==> config.mk <==
export PLATFORM = sky130hd
export DESIGN_NAME = alu_share_arbiter
export DESIGN_NICKNAME = d
export VERILOG_FILES = /design/src/rtl/alu_pkg.sv /design/src/rtl/rr_arb2.sv /design/src/rtl/alu_share_arbiter.sv
export SDC_FILE = /design/constraint.sdc
export NUM_CORES = 1
export LEC_CHECK = 0
export ABC_AREA = 1
export CORE_MARGIN = 4
export CORE_UTILIZATION = 47
export CTS_CLUSTER_DIAMETER = 200
export DETAILED_ROUTE_END_ITERATION = 8
export GPL_TIMING_DRIVEN = 0
export PLACE_DENSITY = 0.82
export SLEW_MARGIN = 10
export SYNTH_ARGS = -nofsm -noshare
export SYNTH_HDL_FRONTEND = slang
export SYNTH_SLANG_ARGS = --single-unit
export TNS_END_PERCENT = 5
==> constraint.sdc <==
create_clock -name clk -period 2.89 [get_ports clk]
set_clock_uncertainty 0.2 [all_clocks]
set_input_delay 0.4335 -clock clk [delete_from_list [all_inputs] [get_ports clk]]
set_output_delay 0.4335 -clock clk [all_outputs]
set_load 0.05 [all_outputs]
==> src/rtl/alu_pkg.sv <==
`timescale 1ns/1ps
// Shared definitions for the ALU sharing arbiter: FSM states, ALU op codes and default widths.
package alu_pkg;

    localparam int unsigned DW_DEFAULT   = 8;
    localparam int unsigned OPW_DEFAULT  = 4;
    localparam int unsigned CNTW_DEFAULT = 16;

    typedef enum logic [1:0] {
        StIdle,
        StExec,
        StResp
    } arb_state_e;

    // ALU_cont encodings; the arbiter passes them through untouched.
    localparam logic [3:0] OP_AND  = 4'b0000;
    localparam logic [3:0] OP_OR   = 4'b0001;
    localparam logic [3:0] OP_ADD  = 4'b0010;
    localparam logic [3:0] OP_SUB  = 4'b0110;
    localparam logic [3:0] OP_SLT  = 4'b0111;
    localparam logic [3:0] OP_SLTR = 4'b1011;
    localparam logic [3:0] OP_NOR  = 4'b1100;
    localparam logic [3:0] OP_XOR  = 4'b1101;

endpackage

==> src/rtl/rr_arb2.sv <==
`timescale 1ns/1ps
// Two-way round-robin picker: a lone request wins outright, a tie goes to the requester that
// was not granted last.
module rr_arb2 (
    input  logic [1:0] req,
    input  logic       last,
    output logic [1:0] gnt
);

    always_comb begin
        gnt = req;
        if (req == 2'b11) begin
            gnt = last ? 2'b01 : 2'b10;
        end
    end

endmodule

==> src/rtl/alu_share_arbiter.sv <==
`timescale 1ns/1ps
// Shares one external combinational ALU between two valid/ready requesters, one op in flight,
// with a registered, id-tagged response channel and per-requester completion counters.
module alu_share_arbiter
    import alu_pkg::*;
#(
    parameter int unsigned DW   = DW_DEFAULT,
    parameter int unsigned OPW  = OPW_DEFAULT,
    parameter int unsigned CNTW = CNTW_DEFAULT
) (
    input  logic            clk,
    input  logic            rst,
    input  logic            r0_valid,
    output logic            r0_ready,
    input  logic [OPW-1:0]  r0_op,
    input  logic [DW-1:0]   r0_a,
    input  logic [DW-1:0]   r0_b,
    input  logic            r1_valid,
    output logic            r1_ready,
    input  logic [OPW-1:0]  r1_op,
    input  logic [DW-1:0]   r1_a,
    input  logic [DW-1:0]   r1_b,
    output logic            rsp_valid,
    input  logic            rsp_ready,
    output logic            rsp_id,
    output logic [DW-1:0]   rsp_x,
    output logic            rsp_cout,
    output logic            rsp_zero,
    output logic            rsp_ov,
    output logic [DW-1:0]   alu_a,
    output logic [DW-1:0]   alu_b,
    output logic [OPW-1:0]  alu_op,
    output logic            alu_cin,
    input  logic [DW-1:0]   alu_x,
    input  logic            alu_cout,
    input  logic            alu_zero,
    input  logic            alu_ov,
    output logic [CNTW-1:0] cnt0,
    output logic [CNTW-1:0] cnt1
);

    arb_state_e      state_q, state_d;
    logic            last_grant_q, last_grant_d;
    logic            gnt_id_q, gnt_id_d;
    logic [DW-1:0]   alu_a_q, alu_a_d;
    logic [DW-1:0]   alu_b_q, alu_b_d;
    logic [OPW-1:0]  alu_op_q, alu_op_d;
    logic            rsp_valid_q, rsp_valid_d;
    logic            rsp_id_q, rsp_id_d;
    logic [DW-1:0]   rsp_x_q, rsp_x_d;
    logic            rsp_cout_q, rsp_cout_d;
    logic            rsp_zero_q, rsp_zero_d;
    logic            rsp_ov_q, rsp_ov_d;
    logic [CNTW-1:0] cnt0_q, cnt0_d;
    logic [CNTW-1:0] cnt1_q, cnt1_d;

    logic [1:0] arb_req;
    logic [1:0] arb_gnt;

    // Requests are masked during reset so no ready is offered while the block is being cleared.
    assign arb_req = {r1_valid, r0_valid} & {2{~rst}};

    rr_arb2 u_rr_arb2 (
        .req  (arb_req),
        .last (last_grant_q),
        .gnt  (arb_gnt)
    );

    always_comb begin
        state_d      = state_q;
        last_grant_d = last_grant_q;
        gnt_id_d     = gnt_id_q;
        alu_a_d      = alu_a_q;
        alu_b_d      = alu_b_q;
        alu_op_d     = alu_op_q;
        rsp_valid_d  = rsp_valid_q;
        rsp_id_d     = rsp_id_q;
        rsp_x_d      = rsp_x_q;
        rsp_cout_d   = rsp_cout_q;
        rsp_zero_d   = rsp_zero_q;
        rsp_ov_d     = rsp_ov_q;
        cnt0_d       = cnt0_q;
        cnt1_d       = cnt1_q;
        r0_ready     = 1'b0;
        r1_ready     = 1'b0;

        unique case (state_q)
            StIdle: begin
                // The grant doubles as ready, so a grant is always a completed handshake.
                r0_ready = arb_gnt[0];
                r1_ready = arb_gnt[1];
                if (|arb_gnt) begin
                    alu_op_d     = arb_gnt[1] ? r1_op : r0_op;
                    alu_a_d      = arb_gnt[1] ? r1_a  : r0_a;
                    alu_b_d      = arb_gnt[1] ? r1_b  : r0_b;
                    gnt_id_d     = arb_gnt[1];
                    last_grant_d = arb_gnt[1];
                    state_d      = StExec;
                end
            end
            StExec: begin
                rsp_x_d     = alu_x;
                rsp_cout_d  = alu_cout;
                rsp_zero_d  = alu_zero;
                rsp_ov_d    = alu_ov;
                rsp_id_d    = gnt_id_q;
                rsp_valid_d = 1'b1;
                state_d     = StResp;
            end
            StResp: begin
                if (rsp_ready) begin
                    rsp_valid_d = 1'b0;
                    if (gnt_id_q) begin
                        cnt1_d = cnt1_q + 1'b1;
                    end else begin
                        cnt0_d = cnt0_q + 1'b1;
                    end
                    state_d = StIdle;
                end
            end
            default: begin
                state_d = StIdle;
            end
        endcase
    end

    always_ff @(posedge clk) begin
        if (rst) begin
            state_q      <= StIdle;
            last_grant_q <= 1'b1;
            gnt_id_q     <= 1'b0;
            alu_a_q      <= '0;
            alu_b_q      <= '0;
            alu_op_q     <= '0;
            rsp_valid_q  <= 1'b0;
            rsp_id_q     <= 1'b0;
            rsp_x_q      <= '0;
            rsp_cout_q   <= 1'b0;
            rsp_zero_q   <= 1'b0;
            rsp_ov_q     <= 1'b0;
            cnt0_q       <= '0;
            cnt1_q       <= '0;
        end else begin
            state_q      <= state_d;
            last_grant_q <= last_grant_d;
            gnt_id_q     <= gnt_id_d;
            alu_a_q      <= alu_a_d;
            alu_b_q      <= alu_b_d;
            alu_op_q     <= alu_op_d;
            rsp_valid_q  <= rsp_valid_d;
            rsp_id_q     <= rsp_id_d;
            rsp_x_q      <= rsp_x_d;
            rsp_cout_q   <= rsp_cout_d;
            rsp_zero_q   <= rsp_zero_d;
            rsp_ov_q     <= rsp_ov_d;
            cnt0_q       <= cnt0_d;
            cnt1_q       <= cnt1_d;
        end
    end

    assign rsp_valid = rsp_valid_q;
    assign rsp_id    = rsp_id_q;
    assign rsp_x     = rsp_x_q;
    assign rsp_cout  = rsp_cout_q;
    assign rsp_zero  = rsp_zero_q;
    assign rsp_ov    = rsp_ov_q;
    assign alu_a     = alu_a_q;
    assign alu_b     = alu_b_q;
    assign alu_op    = alu_op_q;
    assign alu_cin   = 1'b0;
    assign cnt0      = cnt0_q;
    assign cnt1      = cnt1_q;

endmodule

## Word level (Yosys, flattened, before mapping)

Cells that the tools add are included.

| storage, ports and cells | value |
|---|---|
| bits in registers | 69 |
| output and inout bits | 68 |

| cells by class | value |
|---|---|
| $add $sub $neg | 2 |
| equality and inequality tests | 5 |
| mux-type cells | 12 |
| bitwise logic cells | 3 |
| reduce and logical (&&, ||, !) cells | 8 |

Operator list:

| operator | count |
|---|---|
| 16-bit by 1-bit adder with 16-bit output, second input constant | 2 |
| 8-bit 2-to-1 mux | 2 |
| 2-bit 2-to-1 mux | 4 |
| 2-bit one-hot mux with 3 select lines | 1 |
| 2-bit AND reduction | 3 |
| 3-bit AND reduction | 2 |
| 2-bit equality test, second input constant | 2 |
| 4-bit 2-to-1 mux | 1 |
| 2-bit != test, second input constant | 2 |
| 1-bit 2-to-1 mux | 3 |
| 2-bit AND | 1 |
| 2-bit by 1-bit equality test with 1-bit output, second input constant | 1 |
| 2-bit logical NOT | 1 |
| 1-bit NOT | 2 |
| 1-bit one-hot mux with 2 select lines | 1 |
| 2-bit nonzero test | 1 |
| 2-bit OR reduction | 1 |

## Logic depth before layout (Yosys ltp)

| logic depth | value |
|---|---|
| word-level depth | 7 |
| depth in mapped cells | 9 |
| depth with buffers taken out | 9 |

## Modules after synthesis

Synthesis repeated with hierarchy kept, for this count alone.

| second synthesis, totals | value |
|---|---|
| cell total of the unflattened synthesis | 504 |
| area, all modules | 3,254.4 µm² |

Modules (own cells, without submodules):

| module | times used | cells an instance | area an instance (µm²) | sequential area each (µm²) |
|---|---|---|---|---|
| alu_share_arbiter | 1 | 499 | 3,233.1 | 1,381.3 |
| rr_arb2 | 1 | 5 | 21.3 | 0.0 |

## Worst setup path after synthesis

No wires, ideal clock.

| path | value |
|---|---|
| path type | input to output |
| start point | input rst |
| end point | output r0_ready |
| arrival time | 1.738 ns |
| required time | 2.257 ns |
| slack | 0.519 ns |
| cell stages on the path | 5 |
| buffers on the path | 2 |
| path through | buf_6 inv_4 clkbuf_1 nand4_1 a21oi_1 |

| between the ends | value |
|---|---|
| cells in the longest elaborated chain, start to end | 5 |

RTL lines:

| element | line | RTL |
|---|---|---|
| start: declaration | alu_share_arbiter.sv:12 | `input logic rst,` |
| 1-bit NOT (*) | alu_share_arbiter.sv:61 | `assign arb_req = {r1_valid, r0_valid} & {2{~rst}};` |
| 2-bit AND (*) | alu_share_arbiter.sv:61 |  |
| 2-bit equality test | rr_arb2.sv:12 | `if (req == 2'b11) begin` |
| 2-bit 2-to-1 mux (*) | rr_arb2.sv:12 |  |
| 1-bit 2-to-1 mux (*) | alu_share_arbiter.sv:87 | `unique case (state_q)` |
| end: declaration | alu_share_arbiter.sv:14 | `output logic r0_ready,` |

Mark *: on every way between the ends. The rest lies on a longest branch, timed or not.

## Worst setup path in the final report

Same ends and word-level chain as after synthesis.

==> impl_results.html <==
<table>
<tr><th>Metric</th><th>Value</th></tr>
<tr><th colspan="2">STA</th></tr>
<tr><td>Min cycle time layout</td><td>2.46 ns</td></tr>
<tr><td>Unrepaired setup endpoints after global routing</td><td>false</td></tr>
<tr><td>Worst-case headroom to the max-slew limit</td><td>0.639</td></tr>
<tr><td>WHS</td><td>0.133 ns</td></tr>
<tr><td>Final worst path period share</td><td>0.850</td></tr>
<tr><td>Maximum clock rate</td><td>0.407 GHz</td></tr>
<tr><td>Number of setup violations in the final report</td><td>0</td></tr>
<tr><td>Final worst slack</td><td>approximately 0.43 ns</td></tr>
<tr><td>Number of hold-slack violations in the final timing report</td><td>0</td></tr>
<tr><td>Number of max-slew violations in the final report</td><td>0</td></tr>
<tr><td>Total negative setup slack</td><td>0 ns</td></tr>
<tr><td>Tightest Pin Transition</td><td>approximately 0.54 ns</td></tr>
<tr><th colspan="2">Critical path</th></tr>
<tr><td>Type of element capturing the critical path</td><td>output port</td></tr>
<tr><td>Launching point of the worst reg2reg path</td><td>cnt0[0]</td></tr>
<tr><td>Internal reg-to-reg setup slack</td><td>1.16 ns</td></tr>
<tr><td>Worst endpoint required time</td><td>2.26 ns</td></tr>
<tr><td>Arrival time reported for the critical path endpoint</td><td>1.82 ns</td></tr>
<tr><td>Worst Setup Start Kind</td><td>input port</td></tr>
<tr><td>End of the worst register-to-register path</td><td>cnt0[6]</td></tr>
<tr><td>Setup CP Type</td><td>in -&gt; out</td></tr>
<tr><td>Cell count of the worst reg-to-reg path</td><td>7</td></tr>
<tr><td>Worst-path maximum fanout</td><td>10</td></tr>
<tr><th colspan="2">Global routing</th></tr>
<tr><td>Grt ovf</td><td>0</td></tr>
<tr><td>First-pass GRT wire length</td><td>14900 um</td></tr>
<tr><td>Largest net degree at the start of global routing</td><td>11</td></tr>
<tr><td>Number of antenna violations at the first check in global routing</td><td>0</td></tr>
<tr><td>All-Layer GR Usage</td><td>0.221</td></tr>
<tr><td>Vias in the first global route</td><td>3330</td></tr>
<tr><th colspan="2">Cells and area</th></tr>
<tr><td>Filler-free cell count of the finished design</td><td>659</td></tr>
<tr><td>Fill cell count</td><td>554</td></tr>
<tr><td>Area of all placed cells without fillers</td><td>around 4600 sq um</td></tr>
<tr><td>Fraction of layout instances using a drive strength above 1</td><td>0.0825</td></tr>
<tr><td>Nets</td><td>636</td></tr>
<tr><td>Syn-to-layout area delta</td><td>46.6%</td></tr>
<tr><td>Total inserted antenna cells</td><td>0</td></tr>
<tr><td>Fraction of the core area covered by cells at the end of the flow</td><td>0.720</td></tr>
<tr><th colspan="2">Job</th></tr>
<tr><td>Count of max-cap constraint violations</td><td>0</td></tr>
<tr><th colspan="2">Routing</th></tr>
<tr><td>WL per Instance</td><td>13.6 um</td></tr>
<tr><td>Antenna viol nets, final</td><td>0</td></tr>
<tr><td>Overall routed net length</td><td>8950 um</td></tr>
<tr><td>Via count</td><td>3359</td></tr>
<tr><td>Vias/cell</td><td>5.10</td></tr>
<tr><td>Violation count after the first detailed-route iteration</td><td>~180</td></tr>
<tr><td>Number of iterations in the first detailed-routing pass</td><td>5</td></tr>
<tr><td>Count of unresolved DRC violations after routing</td><td>0</td></tr>
<tr><th colspan="2">Yosys</th></tr>
<tr><td>Share of the yosys chip area belonging to registers</td><td>0.438</td></tr>
<tr><td>Total nets after synthesis</td><td>504</td></tr>
<tr><td>Avg Cell Area, Syn</td><td>7.08 sq um</td></tr>
<tr><td>Compound-gate portion of the synthesized area</td><td>0.180</td></tr>
<tr><td>Post-synthesis simple-gate area fraction</td><td>0.277</td></tr>
<tr><td>Top-count cell post-synth</td><td>sky130_fd_sc_hd__nand2_1</td></tr>
<tr><td>Unique masters post-synth</td><td>30</td></tr>
<tr><td>Adder-cell share of the synthesized area</td><td>0.00793</td></tr>
<tr><td>Main combinational cell family by area after synthesis</td><td>simple AND/OR/NAND/NOR gates</td></tr>
<tr><td>Number of synthesized register bits</td><td>between 60 and 70</td></tr>
<tr><td>Cell types with the highest counts after synthesis</td><td>87 x sky130_fd_sc_hd__nand2_1, 69 x sky130_fd_sc_hd__dfxtp_1, 65 x sky130_fd_sc_hd__nor2_1, 64 x sky130_fd_sc_hd__a21oi_1, 42 x sky130_fd_sc_hd__o21ai_0</td></tr>
<tr><td>Most used DFF post-synth</td><td>sky130_fd_sc_hd__dfxtp_1</td></tr>
<tr><td>Post-Synthesis Cell Area</td><td>around 3200 sq um</td></tr>
<tr><td>Count of mapped cells out of synthesis</td><td>446</td></tr>
<tr><td>Multiplexer area fraction after synthesis</td><td>0</td></tr>
<tr><td>Post-synthesis xor/xnor area fraction</td><td>0.00555</td></tr>
<tr><td>Post-synthesis cell type with the largest combined area</td><td>sky130_fd_sc_hd__dfxtp_1</td></tr>
<tr><td>Area share of the leading cell type in the synthesized netlist</td><td>0.438</td></tr>
<tr><td>Count of flip-flops with a built-in enable after synthesis</td><td>0</td></tr>
<tr><td>Synthesis Warnings</td><td>0</td></tr>
<tr><td>Async set-reset flop share out of synthesis</td><td>0</td></tr>
<tr><td>Synth top area cells</td><td>sky130_fd_sc_hd__dfxtp_1 44%, sky130_fd_sc_hd__nand2_1 10%, sky130_fd_sc_hd__a21oi_1 10%</td></tr>
<tr><th colspan="2">CTS</th></tr>
<tr><td>Post-CTS Setup Inserts</td><td>0</td></tr>
<tr><td>Clock latency of the later-clocked register in the worst-skew pair</td><td>0.33 ns</td></tr>
<tr><td>Clock root cell</td><td>sky130_fd_sc_hd__clkbuf_8</td></tr>
<tr><td># clock sinks</td><td>69</td></tr>
<tr><td>Number of clock buffers inserted by TritonCTS</td><td>9</td></tr>
<tr><td>Buffer levels on the longest clock path</td><td>2</td></tr>
<tr><td>Clk pin slew, worst setup/hold paths</td><td>around 0.070 ns</td></tr>
<tr><td>TritonCTS clock tree</td><td>yes</td></tr>
<tr><td>H-tree depth reported by CTS</td><td>3</td></tr>
<tr><th colspan="2">Placed design</th></tr>
<tr><td>Worst slack at placement</td><td>0.0334 ns</td></tr>
<tr><td>Cell Area, Placed</td><td>4460 sq um</td></tr>
<tr><td>Total placed cells including tap cells</td><td>approximately 640</td></tr>
<tr><td>GPL Wtd Cong</td><td>0.846</td></tr>
<tr><td>Detail Placement HPWL</td><td>6820 um</td></tr>
<tr><td>Number of buffers added on ports</td><td>121</td></tr>
<tr><th colspan="2">Floorplanning</th></tr>
<tr><td>Core region area</td><td>6420 sq um</td></tr>
<tr><td>Number of rows created at floorplan</td><td>29</td></tr>
<tr><td>Area of the die</td><td>between 8000 and 9000 sq um</td></tr>
<tr><td>Overall die width</td><td>around 90 um</td></tr>
<tr><td>Die extent in y</td><td>approximately 90 um</td></tr>
<tr><td>I/O pin count</td><td>124</td></tr>
<tr><td>Initial core utilization</td><td>0.491</td></tr>
<tr><th colspan="2">Power and ir drop</th></tr>
<tr><td>Power density over the cells</td><td>479 nW/um^2</td></tr>
<tr><td>Static Leak</td><td>1.93 nW</td></tr>
<tr><td>Tot Pwr</td><td>~2.2 mW</td></tr>
<tr><td>Peak VDD IR</td><td>around 0.33 mV</td></tr>
<tr><th colspan="2">Hold path</th></tr>
<tr><td>Hold Path Stages</td><td>2</td></tr>
<tr><td>Beginning of the worst hold path</td><td>rst</td></tr>
<tr><td>Hold Path Class</td><td>in -&gt; reg</td></tr>
<tr><td>Destination of the worst hold path</td><td>cnt1[13]</td></tr>
<tr><th colspan="2">Run status</th></tr>
<tr><td>Run status</td><td>complete, no violations</td></tr>
</table>
-- worst max path at each step --
stage,start,end,slack [ns],cells past startpoint
CTS,rst,r0_ready,0.01,6
floorplan,rst,r0_ready,0.52,5
detailed placement,rst,r0_ready,0.03,6
global route,rst,r0_ready,0.31,6
global placement,r1_valid,r1_ready,0.07,5
finish,rst,r0_ready,0.43,6
-- where the power goes --
part | switching, mW | total, mW | internal, mW
Sequential | 0.0297 | 1.03 | 1.00
Clock | 0.336 | 0.665 | 0.329
Combinational | 0.319 | 0.518 | 0.199
-- state kept, by name, indices dropped and copies added, names as in the netlist --
name	cells
gnt_id_q	1
cnt1	16
state_q	2
cnt0	16
rsp_cout	1
rsp_x	8
rsp_valid	1
rsp_zero	1
alu_op	4
alu_a	8
alu_b	8
rsp_id	1
last_grant_q	1
rsp_ov	1
-- critical path, cell delays in order --
cell,delay [ns]
sky130_fd_sc_hd__buf_6,0.13
sky130_fd_sc_hd__inv_4,0.09
sky130_fd_sc_hd__clkbuf_1,0.39
sky130_fd_sc_hd__nand4_1,0.16
sky130_fd_sc_hd__a21oi_1,0.15
sky130_fd_sc_hd__dlymetal6s2s_1,0.46
-- logic make-up (layout without fill, tap and decap cells) --
family / count (synthesis) / after routing
AOI/OAI and AO/OA: 112 / 112
and+or+nand+nor: 195 / 195
DFF: 69 / 69
xor gates and xnor gates: 2 / 2
other: 1 / 1
adders and majority gates: 2 / 2
buffers and inverters: 65 / 201
-- layer usage --
layer,vias to the layer above,part of all wire,global-route usage
met5,-,0,0
met4,0,0.011,0.0574
met3,10,0.10,0.0927
met2,142,0.49,0.395
met1,1506,0.39,0.241
li1,1701,-,-
-- placed cells by master, fill, tap and decap left out, types with 2 or more instances in the layout --
cell type and instances:
sky130_fd_sc_hd__a21oi_1 64, sky130_fd_sc_hd__buf_2 6, sky130_fd_sc_hd__buf_4 5, sky130_fd_sc_hd__buf_6 2
sky130_fd_sc_hd__clkbuf_1 9, sky130_fd_sc_hd__clkbuf_8 10, sky130_fd_sc_hd__clkdlybuf4s50_1 119, sky130_fd_sc_hd__clkinv_2 2
sky130_fd_sc_hd__dfxtp_1 69, sky130_fd_sc_hd__dlymetal6s2s_1 2, sky130_fd_sc_hd__ha_1 2, sky130_fd_sc_hd__inv_1 39
sky130_fd_sc_hd__inv_2 6, sky130_fd_sc_hd__nand2_1 87, sky130_fd_sc_hd__nand2_2 3, sky130_fd_sc_hd__nand2_4 2
sky130_fd_sc_hd__nand3_1 15, sky130_fd_sc_hd__nand4_1 5, sky130_fd_sc_hd__nand4_2 2, sky130_fd_sc_hd__nor2_1 65
sky130_fd_sc_hd__nor2_2 2, sky130_fd_sc_hd__nor2_4 4, sky130_fd_sc_hd__nor3_1 7, sky130_fd_sc_hd__o21ai_0 42
sky130_fd_sc_hd__o21ai_1 4
-- area by class of cell --
| class | count | area (sq um) | area share |
|---|---|---|---|
| multi-input combinational | 312 | 1490 | 0.321 |
| sequential | 69 | 1380 | 0.299 |
| timing repair buffer | 121 | 1220 | 0.263 |
| inverter | 46 | 175 | 0.0379 |
| clock buffer | 13 | 149 | 0.0322 |
| buffer | 19 | 113 | 0.0243 |
| tap | 77 | 96.3 | 0.0208 |
| clock inverter | 2 | 10.0 | 0.00216 |
-- timing repair --
item | 4_1_cts | 5_1_grt
hold buffers | 0 | 0
endpoints found under the setup margin | 0 | 2
resized for setup | 0 | 2
(Power assumes the default switching activity.)
